**config.mk**
```make
export PLATFORM = sky130hd
export DESIGN_NAME = imm_extend_pipe
export DESIGN_NICKNAME = d
export VERILOG_FILES = /design/src/rtl/imm_extend_pipe.sv
export SDC_FILE = /design/constraint.sdc
export NUM_CORES = 1
export LEC_CHECK = 0
export BUFFER_PORTS_ARGS = -buffer_cell sky130_fd_sc_hd__buf_4
export CAP_MARGIN = 20
export CORE_MARGIN = 1.5
export CORE_UTILIZATION = 55
export DETAILED_ROUTE_END_ITERATION = 10
export GPL_ROUTABILITY_DRIVEN = 0
export HOLD_SLACK_MARGIN = 0.02
export PLACE_DENSITY_LB_ADDON = 0.05
export SKIP_CTS_REPAIR_TIMING = 1
export SLEW_MARGIN = 20
export SYNTH_ARGS = -nofsm -noshare
export SYNTH_HDL_FRONTEND = slang
export SYNTH_SLANG_ARGS = --single-unit
```
**constraint.sdc**
```tcl
create_clock -name clk_i -period 2.25 [get_ports clk_i]
set_input_delay 0.1125 -clock clk_i [delete_from_list [all_inputs] [get_ports clk_i]]
set_output_delay 0.1125 -clock clk_i [all_outputs]
set_load 0.05 [all_outputs]
```
**src/rtl/imm_extend_pipe.sv**
```systemverilog
// Two-stage immediate generator for the decode path: S1 captures the raw field,
// S2 holds the extended immediate. Valid/ready on both sides, flush drops everything.
module imm_extend_pipe #(
    parameter int DATA_W   = 32,
    parameter int BR_SHIFT = 2,
    parameter int TAG_W    = 4
) (
    input  logic              clk_i,
    input  logic              rst_ni,
    input  logic              flush_i,
    input  logic              in_valid_i,
    output logic              in_ready_o,
    input  logic [23:0]       instr_i,
    input  logic [2:0]        imm_src_i,
    input  logic [TAG_W-1:0]  tag_i,
    output logic              out_valid_o,
    input  logic              out_ready_i,
    output logic [DATA_W-1:0] imm_o,
    output logic [TAG_W-1:0]  tag_o,
    output logic              err_o
);

    localparam logic [2:0] SRC_ZEXT8  = 3'b000;
    localparam logic [2:0] SRC_ZEXT12 = 3'b001;
    localparam logic [2:0] SRC_BRANCH = 3'b010;
    localparam logic [2:0] SRC_ROT    = 3'b011;
    localparam logic [2:0] SRC_SEXT12 = 3'b100;

    logic              s1_valid_q, s1_valid_d;
    logic [23:0]       s1_instr_q, s1_instr_d;
    logic [2:0]        s1_src_q,   s1_src_d;
    logic [TAG_W-1:0]  s1_tag_q,   s1_tag_d;

    logic              s2_valid_q, s2_valid_d;
    logic [DATA_W-1:0] s2_imm_q,   s2_imm_d;
    logic [TAG_W-1:0]  s2_tag_q,   s2_tag_d;
    logic              s2_err_q,   s2_err_d;

    logic              s2_adv;
    logic              s1_adv;
    logic [DATA_W-1:0] imm_calc;
    logic              err_calc;
    logic [4:0]        rot_amt;
    logic [63:0]       rot_dbl;
    logic [31:0]       rot_val;

    assign s2_adv     = !s2_valid_q || out_ready_i;
    assign s1_adv     = !s1_valid_q || s2_adv;
    assign in_ready_o = s1_adv;

    // Rotate right by shifting a doubled copy; the low word is the rotated value.
    always_comb begin
        rot_amt = {s1_instr_q[11:8], 1'b0};
        rot_dbl = {24'b0, s1_instr_q[7:0], 24'b0, s1_instr_q[7:0]} >> rot_amt;
        rot_val = rot_dbl[31:0];
    end

    always_comb begin
        imm_calc = '0;
        err_calc = 1'b0;
        case (s1_src_q)
            SRC_ZEXT8:  imm_calc = DATA_W'(s1_instr_q[7:0]);
            SRC_ZEXT12: imm_calc = DATA_W'(s1_instr_q[11:0]);
            SRC_BRANCH: imm_calc = DATA_W'($signed(s1_instr_q)) << BR_SHIFT;
            SRC_ROT:    imm_calc = DATA_W'(rot_val);
            SRC_SEXT12: imm_calc = DATA_W'($signed(s1_instr_q[11:0]));
            default: begin
                imm_calc = '0;
                err_calc = 1'b1;
            end
        endcase
    end

    always_comb begin
        s1_valid_d = s1_valid_q;
        s1_instr_d = s1_instr_q;
        s1_src_d   = s1_src_q;
        s1_tag_d   = s1_tag_q;
        s2_valid_d = s2_valid_q;
        s2_imm_d   = s2_imm_q;
        s2_tag_d   = s2_tag_q;
        s2_err_d   = s2_err_q;

        if (s2_adv) begin
            s2_valid_d = s1_valid_q;
            if (s1_valid_q) begin
                s2_imm_d = imm_calc;
                s2_tag_d = s1_tag_q;
                s2_err_d = err_calc;
            end
        end

        if (s1_adv) begin
            s1_valid_d = in_valid_i;
            if (in_valid_i) begin
                s1_instr_d = instr_i;
                s1_src_d   = imm_src_i;
                s1_tag_d   = tag_i;
            end
        end

        // Flush wins over any handshake, including an input accepted this cycle.
        if (flush_i) begin
            s1_valid_d = 1'b0;
            s2_valid_d = 1'b0;
        end
    end

    always_ff @(posedge clk_i or negedge rst_ni) begin
        if (!rst_ni) begin
            s1_valid_q <= 1'b0;
            s1_instr_q <= '0;
            s1_src_q   <= '0;
            s1_tag_q   <= '0;
            s2_valid_q <= 1'b0;
            s2_imm_q   <= '0;
            s2_tag_q   <= '0;
            s2_err_q   <= 1'b0;
        end else begin
            s1_valid_q <= s1_valid_d;
            s1_instr_q <= s1_instr_d;
            s1_src_q   <= s1_src_d;
            s1_tag_q   <= s1_tag_d;
            s2_valid_q <= s2_valid_d;
            s2_imm_q   <= s2_imm_d;
            s2_tag_q   <= s2_tag_d;
            s2_err_q   <= s2_err_d;
        end
    end

    assign out_valid_o = s2_valid_q;
    assign imm_o       = s2_imm_q;
    assign tag_o       = s2_tag_q;
    assign err_o       = s2_err_q;

endmodule
```
# Yosys cells after proc, flatten, opt, wreduce, memory -nomap -nowiden
# Cells that the tools add are included.
[word_totals]
out_inout_bits = 39
word_cells = 29
ff_bits = 70
input_bits = 36
[classes]
n_mux = 6
n_reduce_logical = 10
shift = 1
eq_ne = 4
[ops]
columns = ["operator", "n"]
rows = [
  ["$pmux 32 s5", 1],
  ["$shr 40x5->32", 1],
  ["$eq 3x2->1 const B", 2],
  ["$mux 1", 5],
  ["$reduce_or 5->1", 1],
  ["$reduce_and 2->1", 2],
  ["$reduce_bool 2->1", 2],
  ["$eq 3x1->1 const B", 1],
  ["$eq 3x3->1 const B", 1],
  ["$logic_not 3->1", 1],
  ["$logic_not 1->1", 2],
  ["$logic_or 1x1->1", 2],
]

# Depth between registers and ports, before layout
# Gate-level depths: netlist of run 1.
[logic_depth]
word_depth = 5
depth_mapped = 6
mapped_depth_nobuf = 4

# Worst setup path before layout of run 1
# OpenSTA, ideal clock, no wires.
[synth_timing]
path_kind = "register -> register"
start = "register s2_valid_q, in the netlist out_valid_o"
end = "register s1_instr_q[0]"
period_less_slack_ns = 2.135
t_required_ns = 2.125
setup_ns = 0.125
slack_ns = 0.115
arrival_time_ns = 2.010
stages_incl_launch_ff = 6
path_buffers = 1
path_cell_list = "dfrtp_1 -> nor2b_1 -> nand2_1 -> nand2_1 -> buf_4 -> mux2_2"
[synth_between]
elab_chain_cells = 4
[synth_lines]
columns = ["element", "line", "text"]
rows = [
  ["from (decl)", "34", "logic s2_valid_q, s2_valid_d;"],
  ["from (signal assigned)", "124", "s2_valid_q <= s2_valid_d;"],
  ["$logic_not 1->1", "47", "assign s2_adv = !s2_valid_q || out_ready_i;"],
  ["$logic_or 1x1->1", "47", ""],
  ["$logic_or 1x1->1", "48", "assign s1_adv = !s1_valid_q || s2_adv;"],
  ["named net in_ready_o", "12", "output logic in_ready_o,"],
  ["$reduce_and 2->1 (no source line)", "n/a", ""],
  ["to (signal assigned)", "121", "s1_instr_q <= s1_instr_d;"],
  ["to (decl)", "30", "logic [23:0] s1_instr_q, s1_instr_d;"],
]
# The timed path passes the listed nets, and every way through them passes these cells.
# A chain may end at the register's enable or synchronous reset.

# Worst setup path in the final report of run 1
[layout_timing]
start = "register s1_instr_q[8]"
end = "register s2_imm_q[26], in the netlist imm_o[26]"
[layout_between]
elab_chain_cells = 2
[layout_lines]
columns = ["element", "line", "text"]
rows = [
  ["$shr 40x5->32", "54", "rot_dbl = {24'b0, s1_instr_q[7:0], 24'b0, s1_instr_q[7:0]} >> rot_amt;"],
  ["$pmux 32 s5", "61", "case (s1_src_q)"],
  ["to (signal assigned)", "125", "s2_imm_q <= s2_imm_d;"],
  ["to (decl)", "35", "logic [DATA_W-1:0] s2_imm_q, s2_imm_d;"],
]
# Every way passes these cells.

==> results.txt, run 1 <==
* Status: complete, no violations
- For this run, asynchronously set or reset flops after synthesis account for between 90% and 100%.
- Required time at the worst-slack endpoint: about 2.5 ns
- Share of synthesized area occupied by flip-flops and latches: about half
- Number of I/O pins: 75
- The via count of the first global-routing pass is 2844.
- Setup total negative slack on the finished layout was measured at 0 ns.
- For this run, global-route usage on met3 was measured as 5.67%.
- For this run, the detailed router's first-pass iteration total came to 5.
* Standard-cell row count: 29
- Cell types occupying the most area after synthesis: dfrtp_1 49%, mux2_2 9.9%, nand2_1 4.6%
- Kind of cell adding the most delay to the critical path: flip-flops
- CTS H-tree lvls: 3
* Placeable core region: 6280 um2
- The die covers 6930 um2.
* Detailed placement HPWL: about 6600 um
- Counting buffers and inverters, the worst setup path is 3 cells deep.
- The area growth from synthesis to layout is 31.3%.
- Maximum resistive drop on vdd: 0.525 mV
* Total placed instance area: 4150 um2
* Post-synthesis register bit count: 70
* Number of buffers created by CTS: 9
* Worst Setup Start Kind: flop
- Of the cells placed in the final design, the portion with a size suffix greater than 1 is between 30% and 40%.
- Die W: 83.3 um
- Antenna violations before repair: 0
- In this run the remaining antenna-violating nets after routing total 0.
- After clock tree synthesis, the clock-pin slew on the worst setup and hold paths is about 0.080 ns.
- Hold timing on the final database bottoms out at a slack of 0.167 ns.
- Most instantiated flip-flop cell in the synthesis netlist: dfrtp_1
* Peak-usage layer in the global routing report: met2
- The worst register-to-register path has a setup slack of about 0.2 ns.
- The filler cells instantiated in the layout total approximately 450.
- Yosys printed 0 warnings.
- Measured along the y axis, the die boundary spans between 80 and 90 um.
- Cell taking the most area after synthesis: dfrtp_1
- Synth Net Count: 356
- The largest individual stage delay along the critical path comes from the cell dfrtp_1.
- Largest stage delay on the critical path: a little over 0.8 ns
- Post-detailed-route via-to-cell ratio: 6.22
* Initial Utilization: 56.4%
* Post-placement setup slack: around 0.26 ns
- 0 antenna diodes ended up in the layout.
- Count of cells along the worst register-to-register path: 3
- Count of flip-flops with a built-in enable after synthesis: 0
* Slew @ Worst Pin: 0.867 ns
* Post-Synthesis Cells: 320
* DR DRC count: 0
- After detailed routing, the total wire length is 9700 um.
- After layout, the minimum clock period comes to 2.05 ns.
- Clock latency at the later pin of the worst-skew pair: 0.35 ns
- The number of buffers and inverters on the critical path is 0.
* Ordered list of cells on the worst path: mux2i_1 > o211ai_1 > a221o_1
- In this run the critical register-to-register path is captured at imm_o[26]$_DFFE_PN0P_.
- The synthesized design devotes to its leading area cell type ~50% of total area.
- After detailed routing, the average wire length per cell comes to between 15 and 20 um.
* CP Capture Type: flop
- The first global-routing pass estimated approximately 15000 um of wire.
* Root Buffer: clkbuf_8
* I/O Buffers: 74
- Achievable clock frequency: 488 MHz
* Number of max-cap violations: 0
- Worst clock skew: 0.00745 ns
- Capturing instance or port of the critical path: imm_o[26]$_DFFE_PN0P_
* Final count of negative-setup-slack endpoints: 0
* Clock tree from TritonCTS: done
* Global-route usage over all layers: between 20 and 30%
* P per Cell Area: 783 nW/um2
* Type of the worst setup path: reg -> reg
- Routing usage on met2: 39.8%
- Source of the worst register-to-register timing path: s1_instr_q[8]$_DFFE_PN0P_
- Final total power: roughly 3.6 mW
- Global route total overflow: 0
* Leakage: 2.12 nW
- In this run the worst hold path is classified as in -> reg.
- Final-report hold violation count: 0
- After synthesis, the netlist uses 54 different library cells.
- Setup repair after global routing left no endpoint under its margin.
- Post-layout net count: 466
* Max-slew violation total from the final report: 0
- Tracing the worst setup path back leads to its startpoint at s1_instr_q[8]$_DFFE_PN0P_.
- Largest net degree at the start of global routing: between 70 and 80
- Total number of vias: 3183
- For this block, the initial DRC count from the detailed router was 432.
- CP arrival: 2.29 ns
- Clock Sinks: 70
* Final WS setup: ~0.20 ns
* Mean Syn Cell Area: 11.1 um2
* GRT met1 Usage: 39.6%
- No sink is reached through more buffers than the 2 on the longest clock path.
* Max-Slew Margin vs Limit: between 40% and 50%
- In this run the worst path has a maximum fanout of 20.
- In the finished design, the share of the clock period the worst path needs comes to 91.2%.
- In this run the cell area of the synthesized design comes to 3540 um2.
- After routing the design area is 4650 um2.
[synth_stat cells (all sizes together), types with 2 or more instances]
cell type / count
dfrtp: 70
nand2: 43
mux2: 31
buf: 21
a21oi: 18
o221ai: 13
a221o: 11
a22oi: 11
nor2: 11
o21ai: 11
mux2i: 8
nor2b: 7
nand3: 6
o22ai: 6
nand2b: 5
a22o: 3
inv: 3
nand4: 3
nor3: 3
o21a: 3
or3: 3
a21o: 2
a221oi: 2
a32oi: 2
nand4b: 2
o211ai: 2
o22a: 2
o2bb2ai: 2
[state kept, by name (all words and copies together) (netlist names)]
signal	flops
err_o	1
imm_o	32
out_valid_o	1
s1_instr_q	24
s1_src_q	3
s1_tag_q	4
s1_valid_q	1
tag_o	4
[logic make-up (layout without fill, tap and decap cells)]
family | after synthesis | after routing | share of synthesized area [%]
XOR/XNOR | 1 | 1 | 0.247
multiplexers | 39 | 39 | 12.2
buffers and inverters | 26 | 141 | 4.56
AND/OR/NAND/NOR | 92 | 92 | 14.4
flip-flops | 70 | 70 | 49.5
AO/OA/AOI/OAI | 92 | 92 | 19.1
[stage by stage]
step / std cells / utilization [%]
2_1_floorplan: 320 / -
3_3_place_gp: 462 / 66.0
3_5_place_dp: 462 / 66.0
4_1_cts: 478 / 68.7
5_1_grt: 512 / 74.1
6_report: 512 / 74.1
[layout make-up]
cell class,count,area [um2],share of cell area [%]
clock buffer,10,128,2.74
clock inverter,6,38.8,0.834
inverter,4,15.0,0.323
multi-input combinational,224,1630,35.0
sequential,70,1750,37.7
tap,77,96.3,2.07
timing repair buffer,121,993,21.4
[how the worst min path moves through the flow]
stage                 from                 endpoint  slack, ns  depth (start not counted)
4_1_cts             rst_ni    imm_o[16]$_DFFE_PN0P_       -0.1                          1
3_5_place_dp        rst_ni    imm_o[16]$_DFFE_PN0P_       0.28                          1
5_1_grt        out_ready_i  out_valid_o$_DFFE_PN0P_       0.19                          3
6_report       out_ready_i  out_valid_o$_DFFE_PN0P_       0.17                          3
3_3_place_gp        rst_ni        err_o$_DFFE_PN0P_       0.28                          1
2_1_floorplan       rst_ni        err_o$_DFFE_PN0P_      -0.18                          0
[power breakdown]
part / total, mW / leakage (nW) / internal [mW] / switching [mW]
logic: 1.18 / 1.16 / 0.453 / 0.727
clock network: 0.872 / 0.0820 / 0.395 / 0.477
registers: 1.59 / 0.883 / 1.42 / 0.175
[cell usage in the layout, fill, tap and decap left out, types with 2 or more instances in the layout]
cell type	count
nand2b_1	4
nand4b_1	2
nor3_1	3
a32oi_1	2
inv_1	3
nand4_1	3
o221ai_1	13
clkbuf_8	9
a21o_1	2
nor2_1	10
mux2i_1	7
a22o_1	3
buf_4	87
nand2_1	43
o2bb2ai_1	2
or3_1	2
clkinvlp_4	2
o21ai_0	5
nand3_1	5
nor2b_1	7
mux2_2	31
dfrtp_1	70
o22a_1	2
a221o_1	11
a21oi_1	18
clkinv_2	3
a221oi_1	2
o21a_1	3
dlygate4sd3_1	34
o211ai_1	2
o21ai_1	5
a22oi_1	11
o22ai_1	6
[worst min-delay path, cell delays in order]
cell and delay (ns):
buf_4 0.08, nand2b_1 0.19, a21oi_1 0.09
[per-layer routing]
metal	wire (um)	part of all wire, %	vias up
met3	741	7.6	31
met1	4170	43	1543
met4	342	3.5	0
li1	-	-	1424
met5	0	0	-
met2	4450	46	185
(Power assumes the default switching activity.)
==> run 2, diff against run 1 <==
PLACE_DENSITY = 0.85   (was not set)
PLACE_DENSITY_LB_ADDON = not set   (was 0.05)
==> results.txt, run 2 (synthesis gave the netlist of run 1 again) <==
- Part of the total power dissipated in the clock network: 25.3%
- Status: complete, no violations
- STA classifies the critical path startpoint as a flop.
- Setup repair after global routing left no endpoint under its margin.
* Max-Slew Margin vs Limit: 42.7%
- Ordered list of cells on the worst path: mux2i_2 > o22ai_1 > a221o_1 > a22o_1
* Vias in the first global route: roughly 3000
- Largest stage delay on the critical path: ~0.83 ns
* CTS H-tree lvls: 3
* Minimum period implied by the final worst setup slack: 1.99 ns
* Share of final-layout standard cells stronger than drive strength 1: a little under a third
* Maximum resistive drop on vdd: 0.574 mV
- Final-report hold violation count: 0
* Final worst-path cycle share: 88.6%
- At the later pin of the worst-skew pair, clock insertion delay measures 0.37 ns.
* Post-placement setup slack: roughly 0.35 ns
- Height of the die: approximately 83 um
* FILL cells: 427
- The initial utilization of the core area, before any placement, comes to a little under three fifths.
* Number of I/O pins: 75
- In the routed layout, each cell is associated on average with a via count of 6.57.
- In this run the remaining antenna-violating nets after routing total 0.
- Wires add up to 10500 um.
- Share of power burned in combinational logic: 32.2%
- Post-layout net count: between 400 and 500
- Die Footprint: 6930 um2
* Clock buffer depth: 2
- Root Buffer: clkbuf_8
- For this run, design rule violations remaining after detail routing come to 0.
* Die W: 83.3 um
- Cell-internal power: 2.37 mW
- Number of max-cap violations: 0
* Commonest cells after routing, fill and taps aside: 87 x buf_4, 70 x dfrtp_1, 43 x nand2_1
- Sequential fraction of design power: 42.5%
- In this run the power spent charging and discharging nets is 1.37 mW.
* Share of the core filled with cells: 74.2%
- Leakage: 2.13 nW
- In this run the worst path has a maximum fanout of 20.
- Path class of the lowest-slack min-delay path: in -> reg
* Number of antenna diodes: 0
- After clock tree synthesis, the clock-pin slew on the worst setup and hold paths is 0.07 ns.
* Total number of vias: 3349
* Global route total overflow: 0
- Placeable core region: between 6000 and 7000 um2
- Achievable clock frequency: 501 MHz
* Syn-to-layout area delta: 31.4%
- The register with the most flip-flops in the layout has 32 of them.
* Final count of negative-setup-slack endpoints: 0
* Required time at the worst-slack endpoint: 2.50 ns
* Global-route wire length before repair: about 15000 um
* Standard-cell row count: 29
- After the first detailed-routing iteration, the DRC count stood at slightly below 700.
- The number of antenna violations at the first check in global routing is 0.
- Setup slack on the critical path of the routed design comes to 0.256 ns.
- Largest net degree at the start of global routing: 71
- The library cell used most frequently in the layout, excluding fill and tap cells, is buf_4.
- DRT Pass-1 Iters: 7
* P per Cell Area: 804 nW/um2
- Max-slew violation total from the final report: 0
- Final total power: between 3 and 4 mW
- Across the routed clock network, the largest skew measured is 0.0111 ns.
- Port buffering added 74 buffers.
- After detailed routing, the average wire length per cell comes to around 21 um.
* Number of buffers created by CTS: 9
- Clock tree from TritonCTS: done
* Type of the worst setup path: reg -> reg
- Global-route usage over all layers: between 20% and 30%
- For this design, the slowest cell found on the critical path is dfrtp_1.
- In the final timing run, aggregate negative setup slack is 0 ns.
* CP Capture Type: flop
* Detailed placement HPWL: roughly 6700 um
- Slew @ Worst Pin: ~0.86 ns
- The tree built by TritonCTS fans out to 70 sinks.
- Net switching is 36.7% of the power.
- CP arrival: about 2.2 ns
==> run 2: cell count changes in the layout (fill, tap and decap cells not counted) <==
cell,delta
clkbuf_1,+2
clkinv_2,-2
clkinv_4,-1
bufinv_16,+1
clkinvlp_4,-2
==> run 2: layout make-up <==
cell class	count	area, um2	share of cell area, %
Clock buffer	12	135	2.90
Clock inverter	2	35.0	0.752
Inverter	4	15.0	0.322
Multi-Input combinational cell	224	1630	35.0
Sequential cell	70	1750	37.6
Tap cell	77	96.3	2.07
Timing Repair Buffer	121	993	21.3
==> run 2: stage by stage <==
stage | instances | hold slack, ns | area (um2)
2_1_floorplan | 320 | -0.183 | 3540
3_3_place_gp | 462 | 0.274 | 4150
3_5_place_dp | 462 | 0.278 | 4150
4_1_cts | 476 | -0.0913 | 4320
5_1_grt | 510 | 0.183 | 4660
6_report | 510 | 0.139 | 4660
==> run 2: power groups by stage <==
stage / Sequential [mW] / Combinational (mW) / Clock (mW)
after CTS: 1.58 / 1.14 / 0.950
after global routing: 1.61 / 1.27 / 1.01
final: 1.59 / 1.21 / 0.946
after global placement: 1.59 / 1.11 / 0
after detailed placement: 1.60 / 1.13 / 0
after floorplan: 1.88 / 0.462 / 0
==> run 2: final timing paths <==
| check | from | to | slack [ns] | cells after the start |
|---|---|---|---|---|
| hold reg to reg | s1_tag_q[0]$_DFFE_PN0P_ | tag_o[0]$_DFFE_PN0P_ | 0.47 | 2 |
| hold / removal | out_ready_i | s1_valid_q$_DFFE_PN0P_ | 0.14 | 4 |
| setup reg to reg | s1_instr_q[8]$_DFFE_PN0P_ | imm_o[7]$_DFFE_PN0P_ | 0.26 | 4 |
| min in group asynchronous | rst_ni | imm_o[30]$_DFFE_PN0P_ | 0.40 | 2 |
| setup / recovery | s1_instr_q[8]$_DFFE_PN0P_ | imm_o[7]$_DFFE_PN0P_ | 0.26 | 4 |
| max in group asynchronous | rst_ni | imm_o[18]$_DFFE_PN0P_ | 1.28 | 2 |
==> run 2: critical path, delay by kind of cell (launching register included) <==
kind	cells	cell delay [ns]
muxes	1	0.45
DFF	1	0.83
AOI/OAI and AO/OA	3	0.60
==> run 2: metal layers <==
layer  track usage, %  share of wire [%]  routed length (um)  vias to the layer above
li1                 -                  -                   -                     1420
met1             37.3                 37                3880                     1599
met2             45.5                 49                5170                      268
met3             7.46                9.2                 972                       62
met4             14.2                4.7                 497                        0
met5                0                  0                   0                        -
